## src/rtl/mem_arb_pkg.sv

```systemverilog
// Shared types for the unified memory-port arbiter.
// FSM state and owner encodings, starvation counter width, saturating increment helper.
package mem_arb_pkg;

   typedef enum logic [1:0] {
      IDLE  = 2'd0,
      ISSUE = 2'd1,
      WAIT  = 2'd2,
      RESP  = 2'd3
   } arbState_t;

   typedef enum logic {
      OWN_I = 1'b0,
      OWN_D = 1'b1
   } owner_t;

   localparam int STARVE_W = 4;

   function automatic logic [STARVE_W-1:0] satInc(
      input logic [STARVE_W-1:0] v
   );
      return (&v) ? v : v + STARVE_W'(1);
   endfunction

endpackage

```

## src/rtl/arb_starve_counter.sv

```systemverilog
// Fetch-starvation counter: counts data grants made while fetch waits.
// Ports: clk, rst, incEn (D grant with fetch pending), clrEn, forceFetch (count == STARVE_MAX).
module arb_starve_counter
   import mem_arb_pkg::*;
#(
   parameter int STARVE_MAX = 4
) (
   input  logic clk,
   input  logic rst,
   input  logic incEn,
   input  logic clrEn,
   output logic forceFetch
);

   logic [STARVE_W-1:0] count;

   always_ff @(posedge clk or posedge rst) begin
      if (rst) begin
         count <= '0;
      end else if (clrEn) begin
         count <= '0;
      end else if (incEn) begin
         count <= satInc(count);
      end
   end

   assign forceFetch = (count == STARVE_W'(STARVE_MAX));

endmodule

```

## src/rtl/mem_port_arbiter.sv

```systemverilog
// Shares one request/grant/response memory port between fetch (i_*) and load/store (d_*).
// Ports: fetch req/ack/rdata, data req/we/addr/wdata/ack/rdata, mem req/gnt/rvalid bus, stall_if/stall_mem.
// Optional fetch anti-starvation: define MEM_PORT_ARB_STARVE_EN (default build is strict D priority).
module mem_port_arbiter
   import mem_arb_pkg::*;
#(
   parameter int ADDR_W     = 32,
   parameter int DATA_W     = 32,
   parameter int STARVE_MAX = 4
) (
   input  logic                clk,
   input  logic                rst,
   input  logic                i_req,
   input  logic [ADDR_W-1:0]   i_addr,
   output logic [DATA_W-1:0]   i_rdata,
   output logic                i_ack,
   input  logic                d_req,
   input  logic [DATA_W/8-1:0] d_we,
   input  logic [ADDR_W-1:0]   d_addr,
   input  logic [DATA_W-1:0]   d_wdata,
   output logic [DATA_W-1:0]   d_rdata,
   output logic                d_ack,
   output logic                mem_req,
   output logic [DATA_W/8-1:0] mem_we,
   output logic [ADDR_W-1:0]   mem_addr,
   output logic [DATA_W-1:0]   mem_wdata,
   input  logic                mem_gnt,
   input  logic                mem_rvalid,
   input  logic [DATA_W-1:0]   mem_rdata,
   output logic                stall_if,
   output logic                stall_mem
);

   if (STARVE_MAX < 1 || STARVE_MAX > 15) begin : gBadStarve
      $error("STARVE_MAX must be within 1..15");
   end
   if (DATA_W % 8 != 0) begin : gBadData
      $error("DATA_W must be a multiple of 8");
   end

   arbState_t state;
   arbState_t stateNext;
   owner_t    owner;
   logic      anyReq;
   logic      arbNow;
   logic      pickD;

   assign anyReq = i_req | d_req;
   assign arbNow = (state == IDLE) && anyReq;

`ifdef MEM_PORT_ARB_STARVE_EN
   logic forceFetch;

   // Fetch overrides D only when it has waited out STARVE_MAX data grants.
   assign pickD = d_req && !(forceFetch && i_req);

   arb_starve_counter #(
      .STARVE_MAX(STARVE_MAX)
   ) uStarve (
      .clk       (clk),
      .rst       (rst),
      .incEn     (arbNow && pickD && i_req),
      .clrEn     ((state == IDLE) && (!i_req || !pickD)),
      .forceFetch(forceFetch)
   );
`else
   assign pickD = d_req;
`endif

   always_ff @(posedge clk or posedge rst) begin
      if (rst) begin
         state <= IDLE;
      end else begin
         state <= stateNext;
      end
   end

   always_comb begin
      stateNext = state;
      unique case (state)
         IDLE:    if (anyReq) stateNext = ISSUE;
         ISSUE:   if (mem_gnt) stateNext = WAIT;
         WAIT:    if (mem_rvalid) stateNext = RESP;
         RESP:    stateNext = IDLE;
         default: stateNext = IDLE;
      endcase
   end

   // Request fields are latched once at arbitration and held through ISSUE.
   always_ff @(posedge clk or posedge rst) begin
      if (rst) begin
         owner     <= OWN_I;
         mem_addr  <= '0;
         mem_we    <= '0;
         mem_wdata <= '0;
         i_rdata   <= '0;
         d_rdata   <= '0;
         i_ack     <= 1'b0;
         d_ack     <= 1'b0;
      end else begin
         i_ack <= 1'b0;
         d_ack <= 1'b0;
         if (arbNow) begin
            if (pickD) begin
               owner     <= OWN_D;
               mem_addr  <= d_addr;
               mem_we    <= d_we;
               mem_wdata <= d_wdata;
            end else begin
               owner     <= OWN_I;
               mem_addr  <= i_addr;
               mem_we    <= '0;
               mem_wdata <= '0;
            end
         end
         // Ack rises as the FSM enters RESP, so it lasts exactly one cycle.
         if ((state == WAIT) && mem_rvalid) begin
            if (owner == OWN_D) begin
               d_rdata <= mem_rdata;
               d_ack   <= 1'b1;
            end else begin
               i_rdata <= mem_rdata;
               i_ack   <= 1'b1;
            end
         end
      end
   end

   assign mem_req   = (state == ISSUE);
   assign stall_if  = i_req && !i_ack;
   assign stall_mem = d_req && !d_ack;

endmodule

```

## config.mk

```make
export PLATFORM = sky130hd
export DESIGN_NAME = mem_port_arbiter
export DESIGN_NICKNAME = d
export VERILOG_FILES = /design/src/rtl/mem_arb_pkg.sv /design/src/rtl/arb_starve_counter.sv /design/src/rtl/mem_port_arbiter.sv
export SDC_FILE = /design/constraint.sdc
export NUM_CORES = 1
export LEC_CHECK = 0
export BUFFER_PORTS_ARGS = -buffer_cell sky130_fd_sc_hd__buf_2
export CAP_MARGIN = 10
export CORE_AREA = 2 2 127 105
export CTS_BUF_LIST = sky130_fd_sc_hd__clkbuf_4 sky130_fd_sc_hd__clkbuf_8
export DETAILED_ROUTE_END_ITERATION = 8
export DIE_AREA = 0 0 129 107
export PLACE_DENSITY_LB_ADDON = 0.05
export REMOVE_ABC_BUFFERS = 1
export SYNTH_ARGS = -nofsm -noshare
export SYNTH_HDL_FRONTEND = slang
export SYNTH_SLANG_ARGS = --single-unit
```

## constraint.sdc

```tcl
create_clock -name clk -period 5.4 [get_ports clk]
set_clock_uncertainty 0.05 [all_clocks]
set_input_delay 1.08 -clock clk [delete_from_list [all_inputs] [get_ports clk]]
set_output_delay 1.08 -clock clk [all_outputs]
set_load 0.03 [all_outputs]
```

Yosys cells after proc, flatten, opt, wreduce, memory -nomap -nowiden

Cells that the tools add are included.
Widths: inputs -> output; s select.

Input bits: 138
Word-level logic and storage cells: 39
Register bits: 137

Bitwise operators: 2
Reductions and logical operators: 10
Mux-type cells: 12
Eq/ne operators: 6

Operators with widths:

| cell               | number |
|---|---|
| $mux 32            | 2 |
| $pmux 2 s4         | 1 |
| $mux 2             | 3 |
| $mux 1             | 5 |
| $eq 2x2->1 const B | 2 |
| $logic_and 1x1->1  | 4 |
| $mux 4             | 1 |
| $ne 2x2->1 const B | 2 |
| $reduce_and 2->1   | 2 |
| $reduce_and 3->1   | 1 |
| $eq 2x1->1 const B | 1 |
| $logic_not 1->1    | 2 |
| $logic_not 2->1    | 1 |
| $ne 2x1->1 const B | 1 |
| $not 1->1          | 1 |
| $or 1x1->1         | 1 |

Depth between registers and ports, before layout

Gate-level depths: netlist (run 1).

Depth in word-level cells: 3
Gate-level depth with buffers: 7
Mapped depth without buffers: 5

Worst setup path after synthesis (run 1)

No wires, ideal clock.

Path type: input to output
Start: in d_req
End: out stall_mem
Setup slack: 2367 ps
Data arrival time: 1903 ps
Cell stages on the path: 3
Path buffers: 2
Cell sequence: buf_2 buf_2 nor2b_1

Longest elaborated chain between the ends: 1

RTL lines:

| element           | RTL line                | source |
|---|---|---|
| from (decl)       | mem_port_arbiter.sv:17  | `input logic d_req,` |
| $logic_and 1x1->1 | mem_port_arbiter.sv:131 | `assign stall_mem = d_req && !d_ack;` |
| to (decl)         | mem_port_arbiter.sv:31  | `output logic stall_mem` |

Every way passes these cells.

Worst setup path in the final report (run 1)

Ends and elaborated chain as after synthesis.

==> results of run 1 <==
flip-flops by register name, indices dropped and copies added (netlist names):
name,cells
d_ack,1
d_rdata,32
i_ack,1
i_rdata,32
mem_addr,32
mem_wdata,32
mem_we,4
owner,1
state,2
power by group through the flow:
stage          Clock (W)  Sequential, W  Combinational (W)
4_1_cts         0.000783        0.00175            0.00242
3_5_place_dp           0        0.00176            0.00242
3_3_place_gp           0        0.00174            0.00237
6_report        0.000758        0.00174            0.00238
5_1_grt         0.000823        0.00180            0.00257
2_1_floorplan          0        0.00270           0.000691
cell families (layout without fill, tap and decap cells):
family	Yosys count	in the layout	share of synthesized area, %
flip-flops	137	137	62.1
multiplexers	97	97	19.1
AND/OR/NAND/NOR	149	149	11.3
AO/OA/AOI/OAI	35	35	3.44
other	0	1	0
buffers and inverters	35	311	3.40
adder cells (fa/ha/maj)	3	3	0.680
path summary, 6_finish.rpt:
check / start / end / cells after the start / slack, ns
worst min register to register: mem_wdata[24] / mem_wdata[24] / 2 / 0.41
worst min-delay path: mem_wdata[24] / mem_wdata[24] / 2 / 0.41
min in group asynchronous: rst / d_rdata[13] / 2 / 0.79
max in group asynchronous: rst / mem_addr[6] / 3 / 3.45
worst max register to register: state[0] / mem_addr[1] / 6 / 2.91
worst max-delay path: d_req / stall_mem / 3 / 2.24
area by class of cell:
| class | instances | area, um^2 | area share, % |
|---|---|---|---|
| Clock inverter | 4 | 45.0 | 0.614 |
| Sequential cell | 137 | 3430 | 46.7 |
| Clock buffer | 24 | 305 | 4.16 |
| Antenna cell | 1 | 2.50 | 0.0341 |
| Timing Repair Buffer | 277 | 1390 | 19.0 |
| Inverter | 6 | 27.5 | 0.375 |
| Multi-Input combinational cell | 284 | 1920 | 26.1 |
| Tap cell | 175 | 219 | 2.98 |
through the flow:
step                total power, W  utilization [%]
detailed placement         0.00418             55.7
floorplan                  0.00339                -
finish                     0.00488             58.5
global route               0.00519             58.5
global placement           0.00411             55.7
CTS                        0.00495             58.5
placed cells by master (no fill, tap or decap):
cell type / count
sky130_fd_sc_hd__bufinv_16: 1
sky130_fd_sc_hd__nand3_1: 36
sky130_fd_sc_hd__nor2_1: 1
sky130_fd_sc_hd__nand3_2: 1
sky130_fd_sc_hd__o21ai_0: 30
sky130_fd_sc_hd__ha_2: 1
sky130_fd_sc_hd__ha_1: 2
sky130_fd_sc_hd__inv_1: 5
sky130_fd_sc_hd__o21ai_4: 1
sky130_fd_sc_hd__inv_6: 1
sky130_fd_sc_hd__a221oi_2: 1
sky130_fd_sc_hd__nand2_1: 107
sky130_fd_sc_hd__o21ai_1: 2
sky130_fd_sc_hd__buf_2: 274
sky130_fd_sc_hd__clkbuf_4: 4
sky130_fd_sc_hd__nand3b_2: 1
sky130_fd_sc_hd__diode_2: 1
sky130_fd_sc_hd__buf_4: 3
sky130_fd_sc_hd__nor2b_1: 3
sky130_fd_sc_hd__clkbuf_8: 20
sky130_fd_sc_hd__clkinv_2: 3
sky130_fd_sc_hd__dfrtp_1: 137
sky130_fd_sc_hd__mux2_2: 65
sky130_fd_sc_hd__mux2i_1: 32
sky130_fd_sc_hd__o32a_1: 1
tightest hold or removal path: cells and delay by family (launching register included):
kind | cells | cell delay, ns
and+or+nand+nor | 2 | 0.09
DFF | 1 | 0.34
synth_stat cells (all sizes together):
master,number,area [um^2]
a221oi,1,15.0
buf,21,133
clkbuf,8,32.5
dfrtp,137,3430
ha,3,37.5
inv,6,22.5
mux2,65,732
mux2i,32,320
nand2,107,402
nand3,37,190
nand3b,1,11.3
nor2,1,3.75
nor2b,3,18.8
o21ai,33,165
o32a,1,10.0
layer usage:
layer  global-route usage (%)  vias to the layer above  wire, um
met5                        0                        -        11
met4                     7.07                        2       174
met3                     6.94                       14      1140
met2                     34.7                      166      6880
met1                     23.7                     1996      5470
li1                         -                     2065         -
==> run summary, run 1 <==
STA
--------------------------------------------------------------------------------
Final setup viols                                                              0
Hold Vio Cnt, Final                                                            0
Unrepaired setup endpoints after global routing                               no
Min Hold Slack                                                          0.409 ns
Actual slew at the worst max-slew pin                                   0.927 ns
Clock period minus worst slack                                           3.16 ns
Fraction of the cycle the final worst path needs                           58.6%
Worst slew slack as a fraction of its limit                                37.9%
Number of pins exceeding their max-slew limit in the final report              0
Top achievable clock speed                                               316 MHz
Slack of the critical path                                               2.24 ns
Setup TNS after final layout                                                0 ns

DETAILED ROUTING
--------------------------------------------------------------------------------
Via count                                                                  4,243
Routed WL                                                              13,700 um
DRC                                                                            0
WL/cell                                                                  15.1 um
First-pass DRT Iterations                                                      4
Avg Vias per Cell                                                           4.67
Count of antenna-violating nets left after detailed routing                    0
DR iter-0 viols                                                              160

GLOBAL ROUTING
--------------------------------------------------------------------------------
Congestion Overflow GR                                                         0
Vias in the first global route                                             4,284
Wire length of the first global-routing pass                           21,300 um
Number of antenna violations at the first check in global routing              2
Pin count of the biggest net entering global routing                         101
Global-route usage over all layers                                         20.2%

WORST SETUP PATH
--------------------------------------------------------------------------------
Maximum fanout count along the critical path                                  21
Arr. time, crit path                                                     2.03 ns
Cell class contributing the biggest share of worst-path delay       buffers and inverters
Critical path required time                                              4.27 ns
Startpoint type of the worst setup path                             primary input
Critical Path, Cell by Cell                                         buf_2 > nor2b_1 > buf_2
Buf+Inv Stages, Crit Path                                                      2
Worst path max stage delay                                               0.48 ns
Type of the setup path with the least slack                               in2out
Worst Setup End Kind                                                primary output
Max stage delay cell, worst path                                    sky130_fd_sc_hd__buf_2
Most frequent cell on the critical path                             sky130_fd_sc_hd__buf_2

POWER
--------------------------------------------------------------------------------
Power Density                                                        665 nW/um^2
Clock power frac                                                           15.5%
Maximum VDD drop                                                          308 uV
Part of the total power dissipated in combinational logic                  48.8%
Static leakage power                                                     4.03 nW
Internal power component                                               0.00267 W
Sw Pwr                                                                 0.00221 W
Portion of total power attributed to sequential cells                      35.7%
Share of total power consumed by net switching                             45.3%

PLACE
--------------------------------------------------------------------------------
Cells after DPL                                                              879
Placer Congestion                                                          0.774
Post-placement cell area                                               6990 um^2
Input/output buffers                                                         274
Half-perimeter wire length of the detailed placement result              9840 um
Pre-CTS setup slack                                                      2.25 ns

DIE
--------------------------------------------------------------------------------
Total number of placement rows                                                37
Die Y                                                                     107 um
Die X-Extent                                                              129 um
Core region area                                                     12,500 um^2
Initial core utilization                                                   44.0%
Die Footprint                                                        13,800 um^2
Number of top-level pins                                                     275

CLOCK NETWORK
--------------------------------------------------------------------------------
Count of hold buffers inserted by post-cts repair                              0
Clock sink count                                                             137
Clock tree from TritonCTS                                                    yes
Clock slew at reported path FFs                                          0.07 ns
Post-cts resize count                                                          0
Maximum level of the CTS H-tree                                                4
TritonCTS buffer count                                                        17
Clock Path Buffers                                                             2
Insertion delay to the later sink of the worst-skew pair                 0.42 ns
Postcts setup bufs                                                             0
Clock tree root driver cell                                         sky130_fd_sc_hd__clkbuf_8

FINISH
--------------------------------------------------------------------------------
Filler cell count in the final layout                                      1,154
Layout cell share with drive strength beyond 1                             51.4%
Area Overhead vs Synth                                                     32.9%
Design area                                                            7340 um^2
Final net count                                                              864
Post-route insts no fill                                                     908

FLOW RUN
--------------------------------------------------------------------------------
Max_cap viols                                                                  0

SYNTHESIS
--------------------------------------------------------------------------------
Area of the mapped netlist                                             5520 um^2
Share of synthesized area occupied by flip-flops and latches               62.1%
Cell variety after synth                                                      21
Mean area per synthesized cell                                         12.1 um^2
Mapped Cells                                                                 456
Count of synthesis-stage warnings from yosys                                   0
Synth Register Bits                                                          137

MIN PATH
--------------------------------------------------------------------------------
Hold WC Path Type                                                        reg2reg

STATUS
--------------------------------------------------------------------------------
Status                                                                 completed

(Power assumes the default switching activity.)
==> run 2: changes to the inputs <==
--- a/config.mk
+++ b/config.mk
@@ -5,12 +5,13 @@
 export SDC_FILE = /design/constraint.sdc
 export NUM_CORES = 1
 export LEC_CHECK = 0
+export ABC_AREA = 1
 export BUFFER_PORTS_ARGS = -buffer_cell sky130_fd_sc_hd__buf_2
 export CAP_MARGIN = 10
-export CORE_AREA = 2 2 127 105
+export CORE_AREA = 2 2 131 108
 export CTS_BUF_LIST = sky130_fd_sc_hd__clkbuf_4 sky130_fd_sc_hd__clkbuf_8
 export DETAILED_ROUTE_END_ITERATION = 8
-export DIE_AREA = 0 0 129 107
+export DIE_AREA = 0 0 133 110
 export PLACE_DENSITY_LB_ADDON = 0.05
 export REMOVE_ABC_BUFFERS = 1
 export SYNTH_ARGS = -nofsm -noshare
==> constraint.sdc (replaced) <==
create_clock -name clk -period 2.6 [get_ports clk]
set_clock_uncertainty 0.05 [all_clocks]
set_input_delay 0.52 -clock clk [delete_from_list [all_inputs] [get_ports clk]]
set_output_delay 0.52 -clock clk [all_outputs]
set_load 0.03 [all_outputs]
==> run summary, run 2 <==
FLOW RUN
------------------------------------------------------------------------------------
Max_cap viols                                                                      0

DETAILED ROUTING
------------------------------------------------------------------------------------
First-pass DRT Iterations                                                          6
Avg Vias per Cell                                                               4.51
Routed WL                                                                  15,100 um
Count of antenna-violating nets left after detailed routing                        0
DR iter-0 viols                                                                  283
Via count                                                                      5,098
WL/cell                                                                      13.3 um
DRC                                                                                0

SYNTHESIS
------------------------------------------------------------------------------------
Synth Register Bits                                                              137
Area of the mapped netlist                                                 5600 um^2
Post-synthesis cell type with the largest combined area                 sky130_fd_sc_hd__dfrtp_1
Share of synthesized area spent on multiplexers                                   0%
Most used flip-flop cell after synthesis                                sky130_fd_sc_hd__dfrtp_1
Count of synthesis-stage warnings from yosys                                       0
Most used standard cells in the synthesized netlist                     sky130_fd_sc_hd__nand2_1 (373), sky130_fd_sc_hd__dfrtp_1 (137), sky130_fd_sc_hd__o21ai_0 (65), sky130_fd_sc_hd__inv_1 (44), sky130_fd_sc_hd__buf_2 (19)
Number of flops mapped to enable cells by yosys                                    0
Post-synthesis simple-gate area fraction                                       26.0%
Cell with the most instances after synthesis                            sky130_fd_sc_hd__nand2_1
Area share of the largest cell type after synthesis                            61.2%
Main combinational cell family by area after synthesis                  simple AND/OR/NAND/NOR gates
Share of synthesized area occupied by flip-flops and latches                   61.2%
Mapped Cells                                                                     667
Mean area per synthesized cell                                             8.40 um^2
Synth Area in Compound Gates                                                   5.81%
Share of flip-flops with an asynchronous set or reset                           100%
Adder-Cell Fraction of Synth Area                                             0.670%
Leading post-synthesis cells by cell area                               sky130_fd_sc_hd__dfrtp_1 (61%), sky130_fd_sc_hd__nand2_1 (25%), sky130_fd_sc_hd__o21ai_0 (5.8%)
Cell variety after synth                                                          16
Parity-gate share of the synthesized area counting xor and xnor cells             0%

PLACE
------------------------------------------------------------------------------------
Input/output buffers                                                             274
Placer Congestion                                                              0.816
Cells after DPL                                                                1,097
Half-perimeter wire length of the detailed placement result                11,100 um

CLOCK NETWORK
------------------------------------------------------------------------------------
Insertion delay to the later sink of the worst-skew pair                     0.44 ns
TritonCTS buffer count                                                            17
Count of hold buffers inserted by post-cts repair                                  0
Maximum level of the CTS H-tree                                                    4
Clock tree from TritonCTS                                                        yes
Clock sink count                                                                 137
Clock slew at reported path FFs                                              0.07 ns
Clock Path Buffers                                                                 2
Postcts setup bufs                                                                 0
Clock tree root driver cell                                             sky130_fd_sc_hd__clkbuf_8
Post-cts resize count                                                              0

GLOBAL ROUTING
------------------------------------------------------------------------------------
Pin count of the biggest net entering global routing                              69
Vias in the first global route                                                 4,870
Wire length of the first global-routing pass                               23,800 um
Number of antenna violations at the first check in global routing                  2
Global-route usage over all layers                                             21.2%
Congestion Overflow GR                                                             0

WORST SETUP PATH
------------------------------------------------------------------------------------
Startpoint type of the worst setup path                                     register
Critical path required time                                                  2.88 ns
Worst Setup End Kind                                                        register
Type of the setup path with the least slack                                  reg2reg
Maximum fanout count along the critical path                                      36
Arr. time, crit path                                                         2.31 ns

FINISH
------------------------------------------------------------------------------------
Commonest non-fill, non-tap cells in the layout                         sky130_fd_sc_hd__nand2_1 (373), sky130_fd_sc_hd__buf_2 (274), sky130_fd_sc_hd__dfrtp_1 (137)
Area Overhead vs Synth                                                         34.2%
Leading cell type in the layout, fill and taps excluded                 sky130_fd_sc_hd__nand2_1
Post-route insts no fill                                                       1,131
Share of the core filled with cells                                            56.7%
Final net count                                                                1,077
Layout cell share with drive strength beyond 1                                 33.9%

POWER
------------------------------------------------------------------------------------
Clock power frac                                                               16.8%
Internal power component                                                   0.00517 W
Part of the total power dissipated in combinational logic                      47.0%
Sw Pwr                                                                     0.00463 W
Portion of total power attributed to sequential cells                          36.2%
Share of total power consumed by net switching                                 47.2%
Power Density                                                           1300 nW/um^2
Static leakage power                                                         4.58 nW
Maximum VDD drop                                                              776 uV

STA
------------------------------------------------------------------------------------
Top achievable clock speed                                                   494 MHz
Final setup viols                                                                  0
Min Hold Slack                                                             0.0633 ns
Unrepaired setup endpoints after global routing                                   no
Number of pins exceeding their max-slew limit in the final report                  0
Worst slew slack as a fraction of its limit                                    36.7%
Fraction of the cycle the final worst path needs                               77.9%
Clock period minus worst slack                                               2.03 ns
Actual slew at the worst max-slew pin                                       0.944 ns
Hold Vio Cnt, Final                                                                0

DIE
------------------------------------------------------------------------------------
Die X-Extent                                                                  133 um
Core region area                                                         13,300 um^2
Die Footprint                                                            14,600 um^2
Die Y                                                                         110 um
Initial core utilization                                                       42.2%
Total number of placement rows                                                    38
Number of top-level pins                                                         275

STATUS
------------------------------------------------------------------------------------
Status                                                                     completed

MIN PATH
------------------------------------------------------------------------------------
Hold WC Path Type                                                           in2async

## run 2: area by class of cell
| class | count | area, um^2 |
|---|---|---|
| antenna | 2 | 5.00 |
| clock buffer | 24 | 299 |
| clock inverter | 8 | 71.3 |
| fill | 1252 | 5740 |
| inverter | 46 | 178 |
| multi-input combinational | 450 | 1830 |
| sequential | 137 | 3430 |
| tap | 180 | 225 |
| timing repair buffer | 284 | 1480 |
## run 2: critical path: stages, from the launching register on
cell and delay (ns):
sky130_fd_sc_hd__dfrtp_1 0.37, sky130_fd_sc_hd__inv_1 0.07, sky130_fd_sc_hd__ha_1 0.22, sky130_fd_sc_hd__nand2_1 0.10, sky130_fd_sc_hd__clkinv_1 0.74, sky130_fd_sc_hd__nand2_1 0.28
sky130_fd_sc_hd__nand2_1 0.08
## run 2: final timing paths
kind,startpoint,endpoint,slack (ns),cells after the start
min reg2reg,mem_wdata[20],mem_wdata[20],0.41,2
max reg2reg,state[0],mem_wdata[7],0.57,6
min in group clk,d_we[3],mem_we[3],0.22,3
min,rst,mem_wdata[8],0.06,2
max,state[0],mem_wdata[7],0.57,6
max in group asynchronous,rst,mem_addr[17],1.81,3
## run 2: kinds of logic after synthesis
kind of cell | count (synthesis)
DFF | 137
buffers and inverters | 80
AOI/OAI and AO/OA | 65
adders and majority gates | 3
and+or+nand+nor | 382
## run 2: layer usage
metal / up-vias / track usage, % / routed length, um
met2: 199 / 34.2 / 7080
met1: 2314 / 26.3 / 6460
met5: - / 0 / 0
met3: 23 / 6.68 / 1190
li1: 2562 / - / -
met4: 0 / 9.83 / 340
## run 2: per-stage QoR
stage / setup TNS, ns / area (um^2) / setup slack (ns) / power (W)
3_3_place_gp: 0 / 7150 / 0.518 / 0.00814
3_5_place_dp: 0 / 7150 / 0.489 / 0.00825
4_1_cts: 0 / 7520 / 0.535 / 0.00991
2_1_floorplan: -224.38 / 5420 / -1.64 / 0.00662
5_1_grt: 0 / 7520 / 0.356 / 0.0105
6_report: 0 / 7520 / 0.574 / 0.00981
## run 2: power groups by stage
| stage | Sequential (W) | Clock [W] | Combinational (W) |
|---|---|---|---|
| 3_3_place_gp | 0.00357 | 0 | 0.00457 |
| 4_1_cts | 0.00356 | 0.00169 | 0.00467 |
| 5_1_grt | 0.00367 | 0.00179 | 0.00501 |
| 6_report | 0.00355 | 0.00165 | 0.00461 |
| 3_5_place_dp | 0.00358 | 0 | 0.00467 |
| 2_1_floorplan | 0.00536 | 0 | 0.00126 |
